$ cat config.mk
export PLATFORM = sky130hd
export DESIGN_NAME = reaction_ctrl_flat
export DESIGN_NICKNAME = d
export VERILOG_FILES = /design/src/rtl/reaction_pkg.sv /design/src/rtl/reaction_ctrl_if.sv /design/src/rtl/lfsr16.sv /design/src/rtl/reaction_ctrl.sv /design/src/flat_wrapper.sv
export SDC_FILE = /design/constraint.sdc
export NUM_CORES = 1
export LEC_CHECK = 0
export BUFFER_PORTS_ARGS = -buffer_cell sky130_fd_sc_hd__buf_2
export CAP_MARGIN = 15
export CORE_UTILIZATION = 46
export DETAILED_ROUTE_END_ITERATION = 6
export GPL_TIMING_DRIVEN = 0
export PLACE_DENSITY_LB_ADDON = 0.3
export SLEW_MARGIN = 5
export SYNTH_ARGS = -nofsm -noshare
export SYNTH_HDL_FRONTEND = slang
export SYNTH_SLANG_ARGS = --single-unit
$ cat constraint.sdc
create_clock -name clk -period 3.3 [get_ports clk]
set_clock_uncertainty 0.05 [all_clocks]
set_input_delay 0.165 -clock clk [delete_from_list [all_inputs] [get_ports clk]]
set_output_delay 0.165 -clock clk [all_outputs]
set_load 0.01 [all_outputs]
$ cat src/rtl/reaction_pkg.sv
// Shared types, constants and helpers for the reaction-timer control block.
package reaction_pkg;

  typedef enum logic [2:0] {
    IDLE    = 3'd0,
    WAIT    = 3'd1,
    RUN     = 3'd2,
    DONE    = 3'd3,
    EARLY   = 3'd4,
    TIMEOUT = 3'd5
  } state_t;

  typedef struct packed {
    logic go;
    logic clr;
    logic led;
    logic done;
    logic early;
    logic timeout;
  } ctrl_out_t;

  localparam int          COUNT_W          = 14;
  localparam int          DELAY_W          = 15;
  // Taps 16,14,13,11 expressed as bit positions 15,13,12,10
  localparam logic [15:0] LFSR_TAPS        = 16'hB400;
  localparam int          DEF_CLK_PER_MS   = 100000;
  localparam int          DEF_MIN_DELAY_MS = 2000;
  localparam int          DEF_DELAY_BITS   = 13;
  localparam int          DEF_MAX_RT_MS    = 1000;
  localparam logic [15:0] DEF_LFSR_SEED    = 16'hACE1;

  function automatic logic [15:0] lfsr_next(input logic [15:0] q);
    return {q[14:0], ^(q & LFSR_TAPS)};
  endfunction

  function automatic ctrl_out_t moore_out(input state_t s);
    ctrl_out_t o;
    o         = '0;
    o.clr     = (s == IDLE) || (s == WAIT);
    o.go      = (s == RUN);
    o.led     = (s == RUN);
    o.done    = (s == DONE);
    o.early   = (s == EARLY);
    o.timeout = (s == TIMEOUT);
    return o;
  endfunction

endpackage

$ cat src/rtl/reaction_ctrl_if.sv
// Button, counter and display-facing signals of the reaction-timer controller.
interface reaction_ctrl_if;
  import reaction_pkg::*;

  logic               start;
  logic               stop;
  logic               clear;
  logic [COUNT_W-1:0] count_t;
  logic               go;
  logic               clr;
  logic               led;
  logic [COUNT_W-1:0] result;
  logic               done;
  logic               early;
  logic               timeout;

  modport master (
    input  start, stop, clear, count_t,
    output go, clr, led, result, done, early, timeout
  );

  modport slave (
    output start, stop, clear, count_t,
    input  go, clr, led, result, done, early, timeout
  );

endinterface

$ cat src/rtl/lfsr16.sv
// Free-running 16-bit Fibonacci LFSR; a nonzero seed keeps it off the all-zero lockup state.
module lfsr16
  import reaction_pkg::*;
#(
  parameter logic [15:0] SEED = DEF_LFSR_SEED
) (
  input  logic        clk,
  input  logic        rst_n,
  output logic [15:0] q
);

  always_ff @(posedge clk or negedge rst_n) begin
    if (!rst_n) q <= SEED;
    else        q <= lfsr_next(q);
  end

endmodule

$ cat src/rtl/reaction_ctrl.sv
// Reaction-timer control FSM: random wait, stimulus LED, counter run and result latch.
module reaction_ctrl
  import reaction_pkg::*;
#(
  parameter int          CLK_PER_MS   = DEF_CLK_PER_MS,
  parameter int          MIN_DELAY_MS = DEF_MIN_DELAY_MS,
  parameter int          DELAY_BITS   = DEF_DELAY_BITS,
  parameter int          MAX_RT_MS    = DEF_MAX_RT_MS,
  parameter logic [15:0] LFSR_SEED    = DEF_LFSR_SEED
) (
  input  logic            clk,
  input  logic            rst_n,
  reaction_ctrl_if.master bus
);

  localparam int                 PRESC_W    = (CLK_PER_MS > 1) ? $clog2(CLK_PER_MS) : 1;
  localparam logic [PRESC_W-1:0] PRESC_LAST = PRESC_W'(CLK_PER_MS - 1);
  localparam logic [COUNT_W-1:0] MAX_RT     = COUNT_W'(MAX_RT_MS);
  localparam logic [DELAY_W-1:0] MIN_DELAY  = DELAY_W'(MIN_DELAY_MS);

  logic [15:0]        lfsr_q;
  logic               lfsr_unused;
  logic               start_p1, stop_p1, clear_p1;
  logic               start_pulse, stop_pulse, clear_pulse;
  state_t             state;
  ctrl_out_t          outs;
  logic [COUNT_W-1:0] result_q;
  logic [PRESC_W-1:0] presc;
  logic [DELAY_W-1:0] ms_cnt;
  logic [DELAY_W-1:0] delay_ms;
  logic [DELAY_W-1:0] new_delay;

  function automatic logic [COUNT_W-1:0] sat_rt(input logic [COUNT_W-1:0] c);
    return (c > MAX_RT) ? MAX_RT : c;
  endfunction

  lfsr16 #(.SEED(LFSR_SEED)) u_lfsr (
    .clk   (clk),
    .rst_n (rst_n),
    .q     (lfsr_q)
  );

  // Only the low DELAY_BITS of the LFSR feed the delay
  assign lfsr_unused = ^lfsr_q[15:DELAY_BITS];
  assign new_delay   = MIN_DELAY + DELAY_W'(lfsr_q[DELAY_BITS-1:0]);

  assign start_pulse = bus.start & ~start_p1;
  assign stop_pulse  = bus.stop  & ~stop_p1;
  assign clear_pulse = bus.clear & ~clear_p1;

  assign bus.go      = outs.go;
  assign bus.clr     = outs.clr;
  assign bus.led     = outs.led;
  assign bus.done    = outs.done;
  assign bus.early   = outs.early;
  assign bus.timeout = outs.timeout;
  assign bus.result  = result_q;

  // Stage p1: edge-detect delay registers, FSM state and registered Moore outputs
  always_ff @(posedge clk or negedge rst_n) begin
    if (!rst_n) begin
      start_p1 <= 1'b0;
      stop_p1  <= 1'b0;
      clear_p1 <= 1'b0;
      state    <= IDLE;
      outs     <= moore_out(IDLE);
      result_q <= '0;
      presc    <= '0;
      ms_cnt   <= '0;
      delay_ms <= '0;
    end else begin
      start_p1 <= bus.start;
      stop_p1  <= bus.stop;
      clear_p1 <= bus.clear;
      if (clear_pulse) begin
        state    <= IDLE;
        outs     <= moore_out(IDLE);
        result_q <= '0;
      end else begin
        unique case (state)
          IDLE, DONE, EARLY, TIMEOUT: begin
            if (start_pulse) begin
              delay_ms <= new_delay;
              presc    <= '0;
              ms_cnt   <= '0;
              state    <= WAIT;
              outs     <= moore_out(WAIT);
            end
          end
          WAIT: begin
            if (presc == PRESC_LAST) begin
              presc  <= '0;
              ms_cnt <= ms_cnt + DELAY_W'(1);
            end else begin
              presc  <= presc + PRESC_W'(1);
            end
            // A press on the expiry cycle still counts as jumping the gun
            if (stop_pulse) begin
              state <= EARLY;
              outs  <= moore_out(EARLY);
            end else if (ms_cnt == delay_ms) begin
              state <= RUN;
              outs  <= moore_out(RUN);
            end
          end
          RUN: begin
            if (stop_pulse) begin
              result_q <= sat_rt(bus.count_t);
              state    <= DONE;
              outs     <= moore_out(DONE);
            end else if (bus.count_t >= MAX_RT) begin
              result_q <= MAX_RT;
              state    <= TIMEOUT;
              outs     <= moore_out(TIMEOUT);
            end
          end
          default: begin
            state <= IDLE;
            outs  <= moore_out(IDLE);
          end
        endcase
      end
    end
  end

endmodule

$ cat src/flat_wrapper.sv
// flat-port wrapper written by rule: the top's interface ports become plain ports
module reaction_ctrl_flat import reaction_pkg::*;
#(
  parameter int          CLK_PER_MS   = DEF_CLK_PER_MS,
  parameter int          MIN_DELAY_MS = DEF_MIN_DELAY_MS,
  parameter int          DELAY_BITS   = DEF_DELAY_BITS,
  parameter int          MAX_RT_MS    = DEF_MAX_RT_MS,
  parameter logic [15:0] LFSR_SEED    = DEF_LFSR_SEED
)
  (clk, rst_n, bus_start, bus_stop, bus_clear, bus_count_t, bus_go, bus_clr, bus_led, bus_result, bus_done, bus_early, bus_timeout);
  reaction_ctrl_if bus_i ();
  input  logic clk;
  input  logic rst_n;
  input wire logic [$bits(bus_i.start)-1:0] bus_start;
  input wire logic [$bits(bus_i.stop)-1:0] bus_stop;
  input wire logic [$bits(bus_i.clear)-1:0] bus_clear;
  input wire logic [$bits(bus_i.count_t)-1:0] bus_count_t;
  output wire logic [$bits(bus_i.go)-1:0] bus_go;
  output wire logic [$bits(bus_i.clr)-1:0] bus_clr;
  output wire logic [$bits(bus_i.led)-1:0] bus_led;
  output wire logic [$bits(bus_i.result)-1:0] bus_result;
  output wire logic [$bits(bus_i.done)-1:0] bus_done;
  output wire logic [$bits(bus_i.early)-1:0] bus_early;
  output wire logic [$bits(bus_i.timeout)-1:0] bus_timeout;
  assign bus_i.start = bus_start;
  assign bus_i.stop = bus_stop;
  assign bus_i.clear = bus_clear;
  assign bus_i.count_t = bus_count_t;
  assign bus_go = bus_i.go;
  assign bus_clr = bus_i.clr;
  assign bus_led = bus_i.led;
  assign bus_result = bus_i.result;
  assign bus_done = bus_i.done;
  assign bus_early = bus_i.early;
  assign bus_timeout = bus_i.timeout;
  reaction_ctrl #(.CLK_PER_MS(CLK_PER_MS), .MIN_DELAY_MS(MIN_DELAY_MS), .DELAY_BITS(DELAY_BITS), .MAX_RT_MS(MAX_RT_MS), .LFSR_SEED(LFSR_SEED)) u_core (.clk(clk), .rst_n(rst_n), .bus(bus_i));
endmodule
==> impl_metrics.env, run 1 <==
export IMPL_status="finished clean"
export IMPL_cts_sinks=87
export IMPL_grt_total_usage=0.1973
export IMPL_leakage_uw=0.002179
export IMPL_path_max_fanout=8
export IMPL_power_density_nw_per_um2=615.5
export IMPL_cts_tree="done"
export IMPL_fp_dieArea_um2=9112
export IMPL_critical_path_required_ns=3.49
export IMPL_hpwlAfterDp_um=5762
export IMPL_cts_max_level=3
export IMPL_period_share=0.8310
export IMPL_core_area_um2=8341
export IMPL_finalNonFillerCells=573
export IMPL_yosys_area_top_type="dfrtp_1"
export IMPL_wl_um=8330
export IMPL_rows=33
export IMPL_async_reset_ff_frac=1.000
export IMPL_numCtsBuffers=9
export IMPL_max_vdd_ir_drop_mv=0.3381
export IMPL_drive_gt1_frac=0.1624
export IMPL_syn_area_um2=4018
export IMPL_grt_pass1_vias=2871
export IMPL_finalMaxSlewViolations=0
export IMPL_finalSetupViolCount=0
export IMPL_hold_ws_ns=0.01013
export IMPL_power_uw=2842
export IMPL_first_iter_violations=165
export IMPL_dieWidth_um=95.46
export IMPL_ys_seq_area_frac=0.5447
export IMPL_hold_class="input pin to flip-flop"
export IMPL_cts_resized=0
export IMPL_period_needed_ns=2.742
export IMPL_diodes=0
export IMPL_antenna_found_initial=0
export IMPL_setup_slack_ns=0.5577
export IMPL_worst_pin_slew_ns=0.8152
export IMPL_grt_pass1_wl_um=13800
export IMPL_fp_dieH_um=95.46
export IMPL_yosysTopAreaCellShare=0.4858
export IMPL_finalHoldViolCount=0
export IMPL_syn_avg_cell_area_um2=9.847
export IMPL_clockRootBuffer="clkbuf_8"
export IMPL_ys_top_cells_by_area="dfrtp_1, o21ai_0, dfstp_2, nand2_1, xor2_1"
export IMPL_fmax_ghz=0.3647
export IMPL_gp_congestion=0.7815
export IMPL_rsz0062_at_grt="no"
export IMPL_yosys_warnings=0
export IMPL_postCtsSetupRepairBufs=0
export IMPL_fill_cells=748
export IMPL_dp_cells=552
export IMPL_wl_per_cell_um=14.54
export IMPL_vias=3157
export IMPL_layout_nets=485
export IMPL_drtAntennaViolNets=0
export IMPL_cap_violations=0
export IMPL_mappedNetlistNets=430
export IMPL_ys_ff_latch=87
export IMPL_endpoint_kind="flip-flop"
export IMPL_grt_max_degree=55
export IMPL_synthCells=408
export IMPL_post_drt_via_cell_ratio=5.510
export IMPL_start_util=0.4817
export IMPL_synth_edff_count=0
export IMPL_critical_path_class="flip-flop to flip-flop"
export IMPL_drc=0
export IMPL_numPortBuffers=38
export IMPL_tns_ns=0
export IMPL_ios=39
export IMPL_slew_headroom=0.4524
export IMPL_ys_types=43
export IMPL_areaGrowthSynthToFinish_pct=14.92
export IMPL_cts_max_path_buffers=2
export IMPL_startpoint_type="flip-flop"
export IMPL_cts_clk_slew_worst_paths_ns=0.09
export IMPL_synth_top_flop_cell="dfrtp_1"
export IMPL_worstSkewPairLatency_ns=0.36
export IMPL_gr_total_overflow=0
export IMPL_first_pass_iters=4
export IMPL_preCtsSetupSlack_ns=0.6228
export IMPL_worstPathArrival_ns=2.93
## Yosys cell counts (6+ instances only)
cell type and count:
dfrtp_1 78, o21ai_0 63, nand2_1 44, nor2_1 26, nand3_1 17, clkbuf_1 15, o31ai_1 15, xor2_1 15
a21oi_1 13, nand2b_1 11, and2_1 9, dfstp_2 9, inv_1 9, nand4_1 9, xnor2_1 9, and3_1 7
mux2_2 6
## flip-flops by register name (all words and copies together) (netlist names)
| register | cells |
|---|---|
| u_core.presc | 17 |
| u_core.u_lfsr.q | 16 |
| u_core.ms_cnt | 15 |
| u_core.bus.result | 14 |
| u_core.delay_ms | 14 |
| u_core.state | 3 |
| u_core.bus.clr | 1 |
| u_core.bus.done | 1 |
| u_core.bus.early | 1 |
| u_core.bus.go | 1 |
| u_core.bus.timeout | 1 |
| u_core.clear_p1 | 1 |
| u_core.start_p1 | 1 |
| u_core.stop_p1 | 1 |
## layout by cell type, fill, tap and decap left out, types with 3 or more instances in the layout
master,n
a21o_1,3
a21oi_1,13
a31oi_1,4
and2_1,9
and3_1,7
buf_2,39
clkbuf_1,16
clkbuf_8,9
clkinv_4,3
dfrtp_1,78
dfstp_2,9
dlygate4sd3_1,5
ha_1,3
inv_1,9
mux2_2,6
nand2_1,44
nand2b_1,11
nand3_1,17
nand4_1,9
nor2_1,26
nor3_1,5
nor4_1,5
o211ai_1,3
o21ai_0,63
o31ai_1,15
o41ai_1,3
or3_1,4
xnor2_1,9
xor2_1,15
## area by class of cell
| cell class | count | area, µm² | area share |
|---|---|---|---|
| Clock inverter | 6 | 70.07 | 0.01518 |
| Clock buffer | 10 | 127.6 | 0.02764 |
| Buffer | 18 | 73.82 | 0.01599 |
| Sequential cell | 87 | 2188 | 0.4740 |
| Inverter | 9 | 33.78 | 0.007317 |
| Multi-Input combinational cell | 294 | 1722 | 0.3729 |
| Timing Repair Buffer | 44 | 270.3 | 0.05854 |
| Tap cell | 105 | 131.4 | 0.02846 |
## final timing paths
check                                          from              endpoint  slack, ns  cells after the start
max in group asynchronous                     rst_n    u_core.u_lfsr.q[0]       2.30                      3
worst max register to register     u_core.presc[12]     u_core.ms_cnt[13]       0.56                      7
worst min register to register  u_core.u_lfsr.q[14]   u_core.u_lfsr.q[15]       0.31                      0
worst min-delay path                 bus_count_t[0]  u_core.bus.result[0]       0.01                      3
worst max-delay path               u_core.presc[12]     u_core.ms_cnt[13]       0.56                      7
min in group asynchronous                     rst_n      u_core.presc[14]       0.24                      2
## metrics by stage
step	util	instance area (µm²)
finish	0.5536	4617
global route	0.5536	4617
CTS	0.5536	4617
detailed placement	0.5239	4369
global placement	0.5203	4339
floorplan	-	4018
## power by group
group,leakage [µW],switching [µW],total (µW),internal [µW]
registers,0.00114,89.7,1290,1200
clock network,0.000101,391,746,355
logic,0.000938,515,803,288
## critical path, stage by stage (launching register included)
cell and delay, ns:
dfrtp_1 0.44, or4b_1 0.51, or4_1 0.52, buf_2 0.20, or3_4 0.42, or3_1 0.32
nand3_1 0.09, o41ai_1 0.08
## cells by family (layout without fill, tap and decap cells)
logic type | Yosys count | after routing | synth area share
simple gates | 148 | 148 | 0.1850
compound gates | 112 | 112 | 0.1626
flops | 87 | 87 | 0.5447
buf+inv | 27 | 87 | 0.02678
xor+xnor | 24 | 24 | 0.05232
mux | 7 | 7 | 0.01931
fa+ha+maj | 3 | 3 | 0.009344
## what timing repair did
action / 4_1_cts / 5_1_grt
hold endpoints to repair: 36 / 0
hold buffers: 5 / 0
endpoints found under the setup margin: 0 / 0
## metal layers
layer,vias to the layer above,part of all wire,track usage
li1,1555,-,-
met1,1517,0.47,0.2598
met2,75,0.48,0.3232
met3,10,0.039,0.04386
met4,0,0.011,0.06343
met5,-,0,0
Power figures use the tool's default switching activity.
==> run 2, diff against run 1 <==
--- a/config.mk
+++ b/config.mk
@@ -5,6 +5,7 @@
 export SDC_FILE = /design/constraint.sdc
 export NUM_CORES = 1
 export LEC_CHECK = 0
+export ABC_AREA = 1
 export BUFFER_PORTS_ARGS = -buffer_cell sky130_fd_sc_hd__buf_2
 export CAP_MARGIN = 15
 export CORE_UTILIZATION = 46
==> constraint.sdc (replaced) <==
create_clock -name clk -period 2.6 [get_ports clk]
set_clock_uncertainty 0.05 [all_clocks]
set_input_delay 0.13 -clock clk [delete_from_list [all_inputs] [get_ports clk]]
set_output_delay 0.13 -clock clk [all_outputs]
set_load 0.01 [all_outputs]
==> run 2 against run 1 <==
  * Flip-flop and latch count stayed put
  * Fmax rose by 57%
  * First-iteration DRC count is 6.1% higher
  * Die area up 17%
  * Combinational power rose by 59%
  * Sequential share of layout area fell by 6.6 points
  * Final cell count rose by 40%
  * Critical endpoint is now u_core.presc[14]
  * Highest routed layer unchanged
==> impl_metrics.env, run 2 <==
export IMPL_ys_seq_area_frac=0.4653
export IMPL_first_iter_violations=175
export IMPL_worstPathArrival_ns=2.00
export IMPL_synthXorXnorAreaFrac=0.02793
export IMPL_yosys_area_share_adder=0.007981
export IMPL_post_synth_mux_area_share=0
export IMPL_endpoint_kind="flip-flop"
export IMPL_ys_types=38
export IMPL_async_reset_ff_frac=1.000
export IMPL_grt_max_degree=51
export IMPL_gp_congestion=0.8593
export IMPL_combinationalPowerShare=0.319
export IMPL_p_clk_frac=0.279
export IMPL_cts_max_path_buffers=2
export IMPL_yosys_warnings=0
export IMPL_grt_pass1_vias=3755
export IMPL_path_max_fanout=5
export IMPL_slew_headroom=0.6439
export IMPL_wl_per_cell_um=12.07
export IMPL_finalHoldViolCount=0
export IMPL_cap_violations=0
export IMPL_synth_most_common_cell="nand2_1"
export IMPL_ios=39
export IMPL_period_needed_ns=1.744
export IMPL_worstSkewPairLatency_ns=0.37
export IMPL_fmax_ghz=0.5733
export IMPL_placed_cell_area_um2=5090
export IMPL_drtAntennaViolNets=0
export IMPL_intPower_uw=2503
export IMPL_areaGrowthSynthToFinish_pct=14.02
export IMPL_yosys_area_top_type="dfrtp_1"
export IMPL_clockRootBuffer="clkbuf_8"
export IMPL_start_util=0.4790
export IMPL_mostFrequentLayoutCell="nand2_1"
export IMPL_leakage_uw=0.002731
export IMPL_status="finished clean"
export IMPL_cts_clk_slew_worst_paths_ns=0.09
export IMPL_numPortBuffers=38
export IMPL_ys_ff_latch=87
export IMPL_hold_class="input pin to flip-flop"
export IMPL_first_pass_iters=5
export IMPL_gr_total_overflow=0
export IMPL_ys_top_cells_by_area="dfrtp_1, nand2_1, inv_1, nor2_1, dfstp_2"
export IMPL_synth_compound_area_share=0.06784
export IMPL_wl_um=9670
export IMPL_numCtsBuffers=9
export IMPL_core_area_um2=9819
export IMPL_synth_top_family_by_area="simple AND/OR/NAND/NOR gates"
export IMPL_rows=36
export IMPL_tns_ns=0
export IMPL_diodes=0
export IMPL_registers_top_by_ff_count="u_core.presc"
export IMPL_layout_nets=685
export IMPL_syn_area_um2=4703
export IMPL_final_cell_mix="nand2_1, dfrtp_1, inv_1"
export IMPL_hpwlAfterDp_um=7102
export IMPL_cts_sinks=87
export IMPL_fp_dieArea_um2=10630
export IMPL_max_vdd_ir_drop_mv=0.5159
export IMPL_hold_start="bus_count_t[7]"
export IMPL_critical_path_class="flip-flop to flip-flop"
export IMPL_startpoint_type="flip-flop"
export IMPL_grt_total_usage=0.2062
export IMPL_synth_edff_count=0
export IMPL_worstReg2RegStart="u_core.presc[0]"
export IMPL_syn_avg_cell_area_um2=7.723
export IMPL_synth_top_flop_cell="dfrtp_1"
export IMPL_critical_path_required_ns=2.85
export IMPL_finalMaxSlewViolations=0
export IMPL_cts_max_level=3
export IMPL_mappedNetlistNets=631
export IMPL_power_uw=4003
export IMPL_vias=3919
export IMPL_fin_area_um2=5363
export IMPL_largest_reg_flops=17
export IMPL_p_sw_uw=1500
export IMPL_worst_pin_slew_ns=0.5342
export IMPL_cts_tree="done"
export IMPL_drive_gt1_frac=0.1886
export IMPL_synthTopCellsByCount="nand2_1, dfrtp_1, inv_1, nor2_1, nand3_1"
export IMPL_fp_dieH_um=103.1
export IMPL_sw_frac_of_total=0.3748
export IMPL_post_drt_via_cell_ratio=4.893
export IMPL_dieWidth_um=103.1
export IMPL_hold_ws_ns=0.007158
export IMPL_yosysTopAreaCellShare=0.4150
export IMPL_antenna_found_initial=0
export IMPL_synthCells=609
export IMPL_period_share=0.6709
export IMPL_largestRegisters="u_core.presc x17, u_core.u_lfsr.q x16, u_core.ms_cnt x15"
export IMPL_synth_simple_area_share=0.3456
export IMPL_drc=0
export IMPL_finalSetupViolCount=0
export IMPL_rsz0062_at_grt="no"
export IMPL_power_density_nw_per_um2=746.5
export IMPL_worstSetupStartpoint="u_core.presc[0]"
export IMPL_grt_pass1_wl_um=17040
export IMPL_seqPwrFrac=0.402
[run 2: layout make-up]
class	instances	area [µm²]
clock buffers	9	123.9
flip-flops and latches	87	2188
fillers	953	4457
plain buffers	11	101.3
well taps	133	166.4
clock inverters	7	108.9
inverters	78	300.3
repair buffers	43	260.3
multi-input cells	433	2113
[run 2: power by group through the flow]
| stage | clock network [µW] | registers (µW) | logic, µW |
|---|---|---|---|
| global route | 1200 | 1630 | 1450 |
| detailed placement | 0 | 1630 | 1280 |
| CTS | 1140 | 1610 | 1290 |
| finish | 1120 | 1610 | 1280 |
| global placement | 0 | 1620 | 1260 |
| floorplan | 0 | 1650 | 899 |
[run 2: critical path: stages (launching register included)]
cell	delay, ns
dfrtp_1	0.40
ha_1	0.21
nand3_2	0.15
nor2_1	0.21
nand2_1	0.12
nor2_2	0.21
nand2_1	0.08
nand2_1	0.06
nand3_1	0.08
o21ai_2	0.11
[run 2: timing repair]
item | in CTS | in global routing
hold buffers | 4 | 0
gates resized for setup | 0 | 0
buffers inserted | 0 | 0
endpoints found under the setup margin | 0 | 0
endpoints found under the hold margin | 39 | 0
[run 2: kinds of logic (layout without fill, tap and decap cells)]
| logic type | count (synthesis) | count (layout) |
|---|---|---|
| buffers and inverters | 89 | 148 |
| XOR/XNOR | 15 | 15 |
| AND/OR/NAND/NOR | 363 | 363 |
| flip-flops | 87 | 87 |
| AO/OA/AOI/OAI | 52 | 52 |
| adder cells (fa/ha/maj) | 3 | 3 |
[run 2: final timing paths]
path / endpoint / slack (ns) / cells past startpoint
max: u_core.presc[14] / 0.86 / 9
min: u_core.bus.result[7] / 0.007 / 5
max reg2reg: u_core.presc[14] / 0.86 / 9
min reg2reg: u_core.u_lfsr.q[15] / 0.32 / 0
max in group asynchronous: u_core.u_lfsr.q[13] / 1.61 / 3
min in group asynchronous: u_core.ms_cnt[12] / 0.22 / 2
[run 2: stage by stage]
step / util / setup WS, ns / std cells
after floorplan: - / 1.103 / 609
after global routing: 0.5461 / 0.6928 / 801
final: 0.5461 / 0.8557 / 801
after CTS: 0.5461 / 0.8640 / 801
after detailed placement: 0.5183 / 0.8919 / 781
after global placement: 0.5153 / 0.5675 / 780
[run 2: routing by layer]
| layer | vias to the layer above | track usage | wire length, µm |
|---|---|---|---|
| met2 | 86 | 0.3349 | 4558 |
| li1 | 2014 | - | - |
| met1 | 1807 | 0.2804 | 4582 |
| met3 | 12 | 0.04542 | 399 |
| met4 | 0 | 0.05309 | 130 |
| met5 | - | 0 | 0 |
